==> src/rtl/gpu_circle_pkg.sv <==
// Shared definitions for the circle sequencer slice.
// Holds the default geometry and colour widths, the inter-octant gap length
// and the sequencer state encoding used by gpu_circle_seq.
package gpu_circle_pkg;

  localparam int CHANNEL_BITS   = 8;
  localparam int WIDTH_BITS     = 10;
  localparam int HEIGHT_BITS    = 9;
  localparam int SCREEN_W       = 320;
  localparam int SCREEN_H       = 240;
  localparam int COLOR_BITS     = 3 * CHANNEL_BITS;
  localparam int GAP_CYCLES_DEF = 2;
  localparam int PX_CNT_BITS    = 16;
  localparam int NUM_OCTANTS    = 8;

  typedef enum logic [2:0] {
    ST_IDLE   = 3'd0,
    ST_LAUNCH = 3'd1,
    ST_RUN    = 3'd2,
    ST_GAP    = 3'd3,
    ST_FIN    = 3'd4
  } seq_state_e;

endpackage

==> src/rtl/gpu_circle_seq_pixel_clip.sv <==
// gpu_pixel_clip: registered capture / clip / write stage for rasterised pixels.
// A candidate presented on cand_valid_i appears one cycle later on the
// framebuffer port. Coordinates outside the screen suppress the write strobe;
// negative results of the rasteriser's subtraction arrive as large unsigned
// values and are rejected by the same compare.
//
// Ports:
//   clk, n_rst        clock, async active-low reset
//   cand_valid_i      candidate pixel this cycle
//   x_i, y_i          candidate coordinate
//   color_i           colour to write
//   px_we_o           one-cycle framebuffer write strobe
//   px_x_o, px_y_o    write address
//   px_color_o        write data
//   cnt_inc_o         pixel counter increment enable (one per write)
module gpu_pixel_clip
  import gpu_circle_pkg::*;
#(
  parameter int W_BITS   = WIDTH_BITS,
  parameter int H_BITS   = HEIGHT_BITS,
  parameter int SCR_W    = SCREEN_W,
  parameter int SCR_H    = SCREEN_H,
  parameter int COL_BITS = COLOR_BITS
) (
  input  logic                clk,
  input  logic                n_rst,
  input  logic                cand_valid_i,
  input  logic [W_BITS-1:0]   x_i,
  input  logic [H_BITS-1:0]   y_i,
  input  logic [COL_BITS-1:0] color_i,
  output logic                px_we_o,
  output logic [W_BITS-1:0]   px_x_o,
  output logic [H_BITS-1:0]   px_y_o,
  output logic [COL_BITS-1:0] px_color_o,
  output logic                cnt_inc_o
);

  // One extra bit so a screen size equal to 2**W_BITS still compares correctly.
  localparam logic [W_BITS:0] SCR_W_L = (W_BITS+1)'(SCR_W);
  localparam logic [H_BITS:0] SCR_H_L = (H_BITS+1)'(SCR_H);

  logic                in_screen;
  logic                px_we_q, px_we_d;
  logic [W_BITS-1:0]   px_x_q, px_x_d;
  logic [H_BITS-1:0]   px_y_q, px_y_d;
  logic [COL_BITS-1:0] px_color_q, px_color_d;

  assign in_screen = ({1'b0, x_i} < SCR_W_L) && ({1'b0, y_i} < SCR_H_L);

  always_comb begin
    px_we_d    = cand_valid_i && in_screen;
    px_x_d     = px_x_q;
    px_y_d     = px_y_q;
    px_color_d = px_color_q;
    if (cand_valid_i) begin
      px_x_d     = x_i;
      px_y_d     = y_i;
      px_color_d = color_i;
    end
  end

  always_ff @(posedge clk or negedge n_rst) begin
    if (!n_rst) begin
      px_we_q    <= 1'b0;
      px_x_q     <= '0;
      px_y_q     <= '0;
      px_color_q <= '0;
    end else begin
      px_we_q    <= px_we_d;
      px_x_q     <= px_x_d;
      px_y_q     <= px_y_d;
      px_color_q <= px_color_d;
    end
  end

  assign px_we_o    = px_we_q;
  assign px_x_o     = px_x_q;
  assign px_y_o     = px_y_q;
  assign px_color_o = px_color_q;
  assign cnt_inc_o  = px_we_q;

endmodule

==> src/rtl/gpu_circle_seq.sv <==
// gpu_circle_seq: circle command sequencer around the octant rasteriser.
// Accepts one circle command, runs the rasteriser for octants 0..7 in order,
// writes every in-screen rasterised pixel to the framebuffer and pulses
// done_o after octant 7.
//
// State | meaning
// ------+---------------------------------------------------------------
// IDLE  | waiting for a command, cmd_ready high
// LAUNCH| oct_start high, waiting for the rasteriser to report busy
// RUN   | oct_start high, rasteriser producing pixels until oct_done
// GAP   | oct_start low for GAP_CYCLES so the next octant sees a rising edge
// FIN   | one-cycle done_o pulse, then back to IDLE
//
// Ports:
//   clk, n_rst                      clock, async active-low reset
//   cmd_valid/cmd_ready             command handshake (ready only in IDLE)
//   cmd_xc/cmd_yc/cmd_rad/cmd_color circle command fields
//   abort                           cancel the running circle, no done pulse
//   oct_xc/oct_yc/oct_rad/oct_sel   latched command and octant to rasteriser
//   oct_start                       rasteriser start level
//   oct_busy/oct_done/oct_x/oct_y   rasteriser status and pixel coordinate
//   px_we/px_x/px_y/px_color        framebuffer write port
//   busy_o/done_o                   circle in progress / completion pulse
//   px_count                        pixels written for current/last circle
module gpu_circle_seq
  import gpu_circle_pkg::*;
#(
  parameter int W_BITS     = WIDTH_BITS,
  parameter int H_BITS     = HEIGHT_BITS,
  parameter int SCR_W      = SCREEN_W,
  parameter int SCR_H      = SCREEN_H,
  parameter int COL_BITS   = COLOR_BITS,
  parameter int GAP_CYCLES = GAP_CYCLES_DEF,
  parameter int CNT_BITS   = PX_CNT_BITS
) (
  input  logic                clk,
  input  logic                n_rst,
  input  logic                cmd_valid,
  output logic                cmd_ready,
  input  logic [W_BITS-1:0]   cmd_xc,
  input  logic [H_BITS-1:0]   cmd_yc,
  input  logic [W_BITS-1:0]   cmd_rad,
  input  logic [COL_BITS-1:0] cmd_color,
  input  logic                abort,
  output logic [W_BITS-1:0]   oct_xc,
  output logic [H_BITS-1:0]   oct_yc,
  output logic [W_BITS-1:0]   oct_rad,
  output logic [2:0]          oct_sel,
  output logic                oct_start,
  input  logic                oct_busy,
  input  logic                oct_done,
  input  logic [W_BITS-1:0]   oct_x,
  input  logic [H_BITS-1:0]   oct_y,
  output logic                px_we,
  output logic [W_BITS-1:0]   px_x,
  output logic [H_BITS-1:0]   px_y,
  output logic [COL_BITS-1:0] px_color,
  output logic                busy_o,
  output logic                done_o,
  output logic [CNT_BITS-1:0] px_count
);

  localparam int GAP_W = (GAP_CYCLES > 1) ? $clog2(GAP_CYCLES) : 1;
  localparam logic [GAP_W-1:0] GAP_LOAD = GAP_W'(GAP_CYCLES - 1);

  seq_state_e          state_q, state_d;
  logic [GAP_W-1:0]    gap_cnt_q, gap_cnt_d;
  logic [2:0]          oct_sel_q, oct_sel_d;
  logic [W_BITS-1:0]   xc_q, xc_d;
  logic [H_BITS-1:0]   yc_q, yc_d;
  logic [W_BITS-1:0]   rad_q, rad_d;
  logic [COL_BITS-1:0] color_q, color_d;
  logic [CNT_BITS-1:0] px_count_q, px_count_d;

  logic accept;
  logic last_oct;
  logic octant_active;
  logic abort_act;
  logic gap_exit;
  logic cand_valid;
  logic cnt_inc;

  assign accept        = (state_q == ST_IDLE) && cmd_valid;
  assign last_oct      = (oct_sel_q == 3'(NUM_OCTANTS - 1));
  assign octant_active = (state_q == ST_LAUNCH) || (state_q == ST_RUN);
  assign abort_act     = abort && (state_q != ST_IDLE);
  assign gap_exit      = (state_q == ST_GAP) && (gap_cnt_q == '0);
  // A pixel sampled in the abort cycle is dropped.
  assign cand_valid    = octant_active && oct_busy && !abort;

  always_comb begin
    state_d = state_q;
    unique case (state_q)
      ST_IDLE: begin
        if (cmd_valid) state_d = ST_LAUNCH;
      end
      ST_LAUNCH: begin
        // A very short octant may report busy and done together.
        if (oct_busy) begin
          if (oct_done) state_d = last_oct ? ST_FIN : ST_GAP;
          else          state_d = ST_RUN;
        end
      end
      ST_RUN: begin
        if (oct_done) state_d = last_oct ? ST_FIN : ST_GAP;
      end
      ST_GAP: begin
        if (gap_cnt_q == '0) state_d = ST_LAUNCH;
      end
      ST_FIN: begin
        state_d = ST_IDLE;
      end
      default: begin
        state_d = ST_IDLE;
      end
    endcase
    if (abort_act) state_d = ST_IDLE;
  end

  always_comb begin
    gap_cnt_d = gap_cnt_q;
    if ((state_d == ST_GAP) && (state_q != ST_GAP)) begin
      gap_cnt_d = GAP_LOAD;
    end else if ((state_q == ST_GAP) && (gap_cnt_q != '0)) begin
      gap_cnt_d = gap_cnt_q - 1'b1;
    end
  end

  // Command fields and octant index only move outside LAUNCH/RUN, so the
  // rasteriser's combinational mapping is stable while oct_start is high.
  always_comb begin
    oct_sel_d  = oct_sel_q;
    xc_d       = xc_q;
    yc_d       = yc_q;
    rad_d      = rad_q;
    color_d    = color_q;
    px_count_d = px_count_q;
    if (accept) begin
      oct_sel_d  = 3'd0;
      xc_d       = cmd_xc;
      yc_d       = cmd_yc;
      rad_d      = cmd_rad;
      color_d    = cmd_color;
      px_count_d = '0;
    end else begin
      if (gap_exit && !abort) oct_sel_d = oct_sel_q + 3'd1;
      if (cnt_inc && !(&px_count_q)) px_count_d = px_count_q + 1'b1;
    end
  end

  always_ff @(posedge clk or negedge n_rst) begin
    if (!n_rst) begin
      state_q    <= ST_IDLE;
      gap_cnt_q  <= '0;
      oct_sel_q  <= 3'd0;
      xc_q       <= '0;
      yc_q       <= '0;
      rad_q      <= '0;
      color_q    <= '0;
      px_count_q <= '0;
    end else begin
      state_q    <= state_d;
      gap_cnt_q  <= gap_cnt_d;
      oct_sel_q  <= oct_sel_d;
      xc_q       <= xc_d;
      yc_q       <= yc_d;
      rad_q      <= rad_d;
      color_q    <= color_d;
      px_count_q <= px_count_d;
    end
  end

  gpu_pixel_clip #(
    .W_BITS   (W_BITS),
    .H_BITS   (H_BITS),
    .SCR_W    (SCR_W),
    .SCR_H    (SCR_H),
    .COL_BITS (COL_BITS)
  ) u_pixel_clip (
    .clk          (clk),
    .n_rst        (n_rst),
    .cand_valid_i (cand_valid),
    .x_i          (oct_x),
    .y_i          (oct_y),
    .color_i      (color_q),
    .px_we_o      (px_we),
    .px_x_o       (px_x),
    .px_y_o       (px_y),
    .px_color_o   (px_color),
    .cnt_inc_o    (cnt_inc)
  );

  assign cmd_ready = (state_q == ST_IDLE);
  assign oct_start = octant_active;
  assign busy_o    = octant_active || (state_q == ST_GAP);
  assign done_o    = (state_q == ST_FIN) && !abort;
  assign oct_xc    = xc_q;
  assign oct_yc    = yc_q;
  assign oct_rad   = rad_q;
  assign oct_sel   = oct_sel_q;
  assign px_count  = px_count_q;

endmodule

==> config.mk <==
export PLATFORM = sky130hd
export DESIGN_NAME = gpu_circle_seq
export DESIGN_NICKNAME = d
export VERILOG_FILES = /design/src/rtl/gpu_circle_pkg.sv /design/src/rtl/gpu_circle_seq_pixel_clip.sv /design/src/rtl/gpu_circle_seq.sv
export SDC_FILE = /design/constraint.sdc
export NUM_CORES = 1
export LEC_CHECK = 0
export BUFFER_PORTS_ARGS = -buffer_cell sky130_fd_sc_hd__buf_2
export CAP_MARGIN = 20
export CORE_UTILIZATION = 46
export DETAILED_ROUTE_END_ITERATION = 7
export PLACE_DENSITY_LB_ADDON = 0.08
export SLEW_MARGIN = 10
export SYNTH_ARGS = -nofsm -noshare
export SYNTH_HDL_FRONTEND = slang
export SYNTH_HIERARCHICAL = 1
export SYNTH_SLANG_ARGS = --single-unit
==> constraint.sdc <==
create_clock -name clk -period 1.7 [get_ports clk]
set_input_delay 0.255 -clock clk [delete_from_list [all_inputs] [get_ports clk]]
set_output_delay 0.255 -clock clk [all_outputs]
set_load 0.05 [all_outputs]
### Word level (Yosys, flattened, before mapping)

Index checks and enable logic that the tools add are counted.
Widths: inputs -> output; s select.

| word-level totals | value |
|---|---|
| register bits after elaboration | 120 |
| input bits | 78 |
| logic and storage cells | 61 |

| operators by class | value |
|---|---|
| add/subtract/negate cells | 3 |
| magnitude comparators | 2 |
| eq/ne operators | 7 |
| muxes and demuxes | 14 |
| bitwise gates (word level) | 1 |
| reduce and logical (&&, ||, !) cells | 22 |

Operator list:

| cell | count |
|---|---|
| $mux 16 | 2 |
| $mux 3 | 9 |
| $add 16x1->16 const B | 1 |
| $reduce_and 16->1 | 1 |
| $logic_and 1x1->1 | 12 |
| $pmux 3 s4 | 1 |
| $lt 10x9->1 const B | 1 |
| $eq 3x2->1 const B | 3 |
| $lt 9x8->1 const B | 1 |
| $eq 3x3->1 const B | 2 |
| $reduce_bool 2->1 | 3 |
| $add 3x1->3 const B | 1 |
| $eq 3x1->1 const B | 1 |
| $logic_not 3->1 | 1 |
| $ne 3x2->1 const B | 1 |
| $reduce_bool 3->1 | 1 |
| $logic_not 1->1 | 2 |
| $logic_or 1x1->1 | 2 |
| $mux 1 | 2 |
| $not 1->1 | 1 |
| $sub 1x1->1 const B | 1 |

### Logic depth before layout (Yosys ltp)

| logic depth | value |
|---|---|
| depth after elaboration | 9 |
| depth in mapped cells | 7 |

### Modules after synthesis

The synthesis kept the hierarchy.

Modules (own cells, without submodules):

| module | instances | cells an instance | area each (um^2) | sequential area each (um^2) |
|---|---|---|---|---|
| gpu_circle_seq | 1 | 365 | 3415.8 | 1901.8 |
| gpu_pixel_clip | 1 | 97 | 1854.3 | 1101.1 |

### Worst setup path after synthesis

Ideal clock, no wire load.

| path | value |
|---|---|
| kind | reg-to-output |
| start point | register state_q[0] |
| end point | output done_o |
| arrival time | 1.801 ns |
| data required time | 1.445 ns |
| slack | -0.356 ns |
| cell stages (with the launch flop) | 4 |
| path buffers | 1 |
| path through | dfrtp_1 > buf_2 > or2_1 > nor3_1 |

| between the ends | value |
|---|---|
| word-level cells in the longest chain between the ends | 2 |

Ends and longest elaborated chain:

| what | line | source |
|---|---|---|
| from (decl) | gpu_circle_seq.sv:66 | `seq_state_e state_q, state_d;` |
| from (signal assigned) | gpu_circle_seq.sv:162 | `state_q <= state_d;` |
| $eq 3x3->1 | gpu_circle_seq.sv:196 | `assign done_o = (state_q == ST_FIN) && !abort;` |
| $logic_and 1x1->1 | gpu_circle_seq.sv:196 |  |
| to (decl) | gpu_circle_seq.sv:59 | `output logic done_o,` |

Every way passes these cells.

### Worst setup path after layout

| path | value |
|---|---|
| start point | register oct_sel_q[0] (netlist: oct_sel[0]) |
| end point | register gap_cnt_q |

| between the ends | value |
|---|---|
| word-level cells in the longest chain between the ends | 9 |
| elaborated cells on any way between the ends | 11 |
| those cells by class | eq/ne: 2; mux: 7; reduce/logical: 2 |

Ends and longest elaborated chain:

| what | line | source |
|---|---|---|
| from (decl) | gpu_circle_seq.sv:68 | `logic [2:0] oct_sel_q, oct_sel_d;` |
| from (signal assigned) | gpu_circle_seq.sv:164 | `oct_sel_q <= oct_sel_d;` |
| $eq 3x3->1 (*) | gpu_circle_seq.sv:84 | `assign last_oct = (oct_sel_q == 3'(NUM_OCTANTS - 1));` |
| $mux 3 (*) | gpu_circle_seq.sv:100, gpu_circle_seq.sv:105 |  |
| $mux 3 | gpu_circle_seq.sv:100 | `if (oct_done) state_d = last_oct ? ST_FIN : ST_GAP;` |
| $mux 3 | gpu_circle_seq.sv:99 | `if (oct_busy) begin` |
| $pmux 3 s4 (*) | gpu_circle_seq.sv:93 | `unique case (state_q)` |
| $mux 3 (*) | gpu_circle_seq.sv:117 | `if (abort_act) state_d = ST_IDLE;` |
| $eq 3x2->1 (*) | gpu_circle_seq.sv:122 | `if ((state_d == ST_GAP) && (state_q != ST_GAP)) begin` |
| $logic_and 1x1->1 (*) | gpu_circle_seq.sv:122 |  |
| $mux 1 or $reduce_bool 2->1 (tied branches) | -- |  |
| to (signal assigned) | gpu_circle_seq.sv:163 | `gap_cnt_q <= gap_cnt_d;` |
| to (decl) | gpu_circle_seq.sv:67 | `logic [GAP_W-1:0] gap_cnt_q, gap_cnt_d;` |

Every way passes the cells marked *; elsewhere a longest branch is shown, timed or not.
A chain may end at the register's enable or synchronous reset.

==> metrics.md <==
| Metric | Value |
|---|---|
| Status | finished with violations |
| Number of vias per cell after detailed routing | between 4 and 5 |
| Maximum clock rate | approximately 0.58 GHz |
| Category of the critical setup timing path | flip-flop to flip-flop |
| Portion of synthesized cell area occupied by the leading cell type | 0.570 |
| Avg Synthesized Cell Area | ~11 um^2 |
| Headroom to the max-slew limit | 0.663 |
| Met1 routed wirelength after detailed routing | 5340 um |
| Share of post-route cells with drive strength above 1 | 0.474 |
| Number of clock buffers inserted by TritonCTS | 17 |
| Final WL | roughly 12000 um |
| Post-layout total power | between 15 and 20 mW |
| Number of instances in the synthesized netlist | roughly 460 |
| Nets | 739 |
| Area of the core | approximately 0.011 mm^2 |
| Element type at the critical path end | flip-flop |
| Routability Congestion | between 0.8 and 0.9 |
| Failing checks | negative setup slack |
| Simple-gate share of the synthesized area | 0.210 |
| Startpoint of the worst setup timing path | oct_sel[0] |
| Smallest hold slack | approximately 0.026 ns |
| Half-perimeter wire length after placement | between 8000 and 9000 um |
| Slew Viols, Final | 0 |
| Number of max-cap violations | 0 |
| Largest fanout of any net on the critical path | 3 |
| Final hold viol count | 0 |
| IO Pins | approximately 170 |
| DR top layer | met4 |
| Arrival time reported for the critical path endpoint | around 2.1 ns |
| Root Buffer | sky130_fd_sc_hd__clkbuf_16 |
| DRT Pass-1 Iters | 4 |
| Global-route congestion overflow total | 0 |
| Post-synthesis cell type count | 53 |
| Power per Cell Area | roughly 2200 mW/mm^2 |
| Hold/Removal Path Class | input pin to flip-flop |
| Cell count of the worst reg-to-reg path | 6 |
| Kind of launch point of the worst setup path | flip-flop |
| Worst supply voltage drop on vdd | roughly 0.0013 V |
| RR Startpoint | oct_sel[0] |
| IO Port Bufs | between 150 and 200 |
| Vertical die dimension | approximately 110 um |
| Netlist area before placement | 0.00527 mm^2 |
| Cell type with the largest total area after synthesis | sky130_fd_sc_hd__dfrtp_1 |
| Wire length on met3 | between 500 and 600 um |
| All-layer global routing usage | 0.218 |
| Transition at the pin with the smallest max-transition slack | around 0.5 ns |
| DP Worst Slack | -0.00514 ns |
| Final antenna-violating net count | 0 |
| Top cells by area, synth | sky130_fd_sc_hd__dfrtp_1 (57%), sky130_fd_sc_hd__nand2_1 (12%), sky130_fd_sc_hd__mux2_4 (11%), sky130_fd_sc_hd__buf_12 (1.5%), sky130_fd_sc_hd__a21oi_1 (0.85%) |
| Die span in x | around 110 um |
| Clock tree from TritonCTS | built |
| Latest clock arrival within the worst-skew pair | between 0.4 and 0.5 ns |
| Total negative setup slack | -0.0307 ns |
| Clock tree skew after final layout | 0.00626 ns |
| Wire length per cell | ~15 um |
| Cell depth of the worst hold path | 3 |
| Antenna fix cells | 0 |
| Clock transition at the registers of the reported paths | 0.05 ns |
| Reg2reg setup slack | -0.02 ns |
| Total via count in the routed design | 4006 |
| Post-synthesis share of cell area spent on xor and xnor gates | 0.00499 |
| Required time worst endpoint | between 2 and 2.5 ns |
| End-of-flow core utilization | 0.649 |
| Buffers from clock root to sink, at most | 2 |
| RSZ-0062 raised after global routing | yes |
| Startpoint of the worst hold path | cmd_rad[1] |
| Via count of the first global-routing pass | approximately 3900 |
| Final min period | 1.72 ns |
| Global-route wire length before repair | 19400 um |
| Sink count of the clock tree | 120 |
| Compound-cell area share of the yosys netlist | 0.0404 |
| # setup viols final | 2 |
| Standard-cell row count | 38 |
| Share of synthesized area occupied by flip-flops and latches | 0.570 |
| Total die area | 0.0119 mm^2 |
| Leakage | 3.75 nW |
| Adder and majority gate portion of the synthesized area | 0.00712 |
| Mux cell area share after synthesis | 0.127 |
| Maximum number of pins on one net before global-route repair | 68 |
| Post-Syn Nets | about 540 |
| # H-tree levels | 4 |
| Residual DRC | 0 |
| Number of violations reported at the end of detailed-routing iteration 0 | approximately 200 |
| #FFs+latches synth | between 100 and 150 |
| Starting utilization of the core area | 0.480 |
| Largest family of logic cells by synthesized area | simple AND/OR/NAND/NOR gates |
| Antenna violations before repair | 0 |
| PnR worst setup slack | -0.0179 ns |
| Wire length on met2 | 6280 um |
| Yosys Warn Count | 6 |
| Part of the cycle the worst path needs | 1.01 |
| Layout area overhead | 35.2% |
==> critical path, cell delays in order (launching register included) <==
cell and delay (ns):
sky130_fd_sc_hd__dfrtp_2 0.42, sky130_fd_sc_hd__ha_1 0.21, sky130_fd_sc_hd__ha_1 0.20, sky130_fd_sc_hd__nor2b_1 0.15, sky130_fd_sc_hd__o21ai_0 0.17, sky130_fd_sc_hd__nor4b_2 0.31
sky130_fd_sc_hd__a22o_1 0.19
==> metrics by stage <==
step / instance area [um^2] / std cells
3_3_place_gp: 6380 / 768
2_1_floorplan: 5310 / 462
4_1_cts: 7050 / 805
3_5_place_dp: 6380 / 768
5_1_grt: 7130 / 809
6_report: 7130 / 809
==> area by class of cell <==
type,count,area [um^2]
tap,140,175
clock inverter,9,125
multi-input combinational,315,2130
clock buffer,21,460
sequential,120,3030
timing repair buffer,201,1200
inverter,3,11.3
fill,893,3860
==> final timing paths <==
path	endpoint
setup / recovery	gap_cnt_q
hold / removal	oct_rad[1]
setup reg to reg	gap_cnt_q
hold reg to reg	oct_rad[6]
max in group asynchronous	px_count[13]
min in group asynchronous	oct_sel[1]
==> state kept, by name (all words and copies together), names as in the netlist <==
register,cells
oct_rad,10
oct_sel,3
oct_xc,10
px_count,16
state_q,3
u_pixel_clip/px_color_o,24
u_pixel_clip/px_x_o,10
gap_cnt_q,1
u_pixel_clip/cnt_inc_o,1
oct_yc,9
u_pixel_clip/px_y_o,9
color_q,24
==> layer usage <==
metal / vias up / track usage
met5: - / 0
met4: 0 / 0.0869
met3: 20 / 0.0663
met2: 102 / 0.348
met1: 1951 / 0.277
li1: 1933 / -
==> cell usage in the layout, fill, tap and decap left out, types with 4 or more instances in the layout <==
master / netlist / final
sky130_fd_sc_hd__buf_2: 8 / 169
sky130_fd_sc_hd__nand2_1: 166 / 166
sky130_fd_sc_hd__dfrtp_1: 120 / 102
sky130_fd_sc_hd__mux2_4: 39 / 39
sky130_fd_sc_hd__buf_4: 4 / 20
sky130_fd_sc_hd__clkbuf_16: 0 / 18
sky130_fd_sc_hd__dfrtp_2: 0 / 18
sky130_fd_sc_hd__nor2_1: 12 / 10
sky130_fd_sc_hd__a21oi_1: 9 / 9
sky130_fd_sc_hd__o21ai_0: 8 / 8
sky130_fd_sc_hd__or3_1: 7 / 7
sky130_fd_sc_hd__buf_12: 4 / 7
sky130_fd_sc_hd__nand3_1: 7 / 6
sky130_fd_sc_hd__nand2b_1: 4 / 4
sky130_fd_sc_hd__mux2i_1: 4 / 4
sky130_fd_sc_hd__clkinv_2: 0 / 4
sky130_fd_sc_hd__mux2_2: 4 / 4
==> cells in the mapped netlist, drive strengths merged <==
library cell and instances:
a2111oi 1, a21o 2, a21oi 10, a22o 1
a41o 1, and3 2, and4 4, and4b 1
buf 19, clkbuf 5, dfrtp 120, ha 3
inv 3, mux2 43, mux2i 4, nand2 166
nand2b 5, nand3 9, nand3b 3, nand4 5
nor2 12, nor2b 1, nor3 6, nor3b 1
nor4 3, nor4b 5, o2111ai 1, o21a 1
o21ai 8, o21ba 1, o311ai 1, o31a 1
o31ai 1, o41ai 1, or2 1, or3 7
or4 1, xnor2 1, xor2 2
==> power by group <==
group,internal (mW),total (mW),switching [mW]
Combinational,2.31,7.33,5.02
Clock,2.35,3.58,1.22
Sequential,4.04,4.72,0.673
==> cell families (layout without fill, tap and decap cells) <==
logic type               Yosys count  in the layout
multiplexers                      47             47
buffers and inverters             27            234
AO/OA/AOI/OAI                     30             30
adder cells (fa/ha/maj)            3              3
XOR/XNOR                           3              3
flip-flops                       120            120
AND/OR/NAND/NOR                  232            232
==> what timing repair did <==
item                                    4_1_cts  5_1_grt
cloned                                        0        1
resized for setup                            10        5
hold buffers                                  1        0
hold endpoints to repair                    120        0
setup buffers                                 6        3
endpoints found under the setup margin        7       47
pin swaps                                     0        1
No activity file was read; power rests on OpenSTA's default activity.
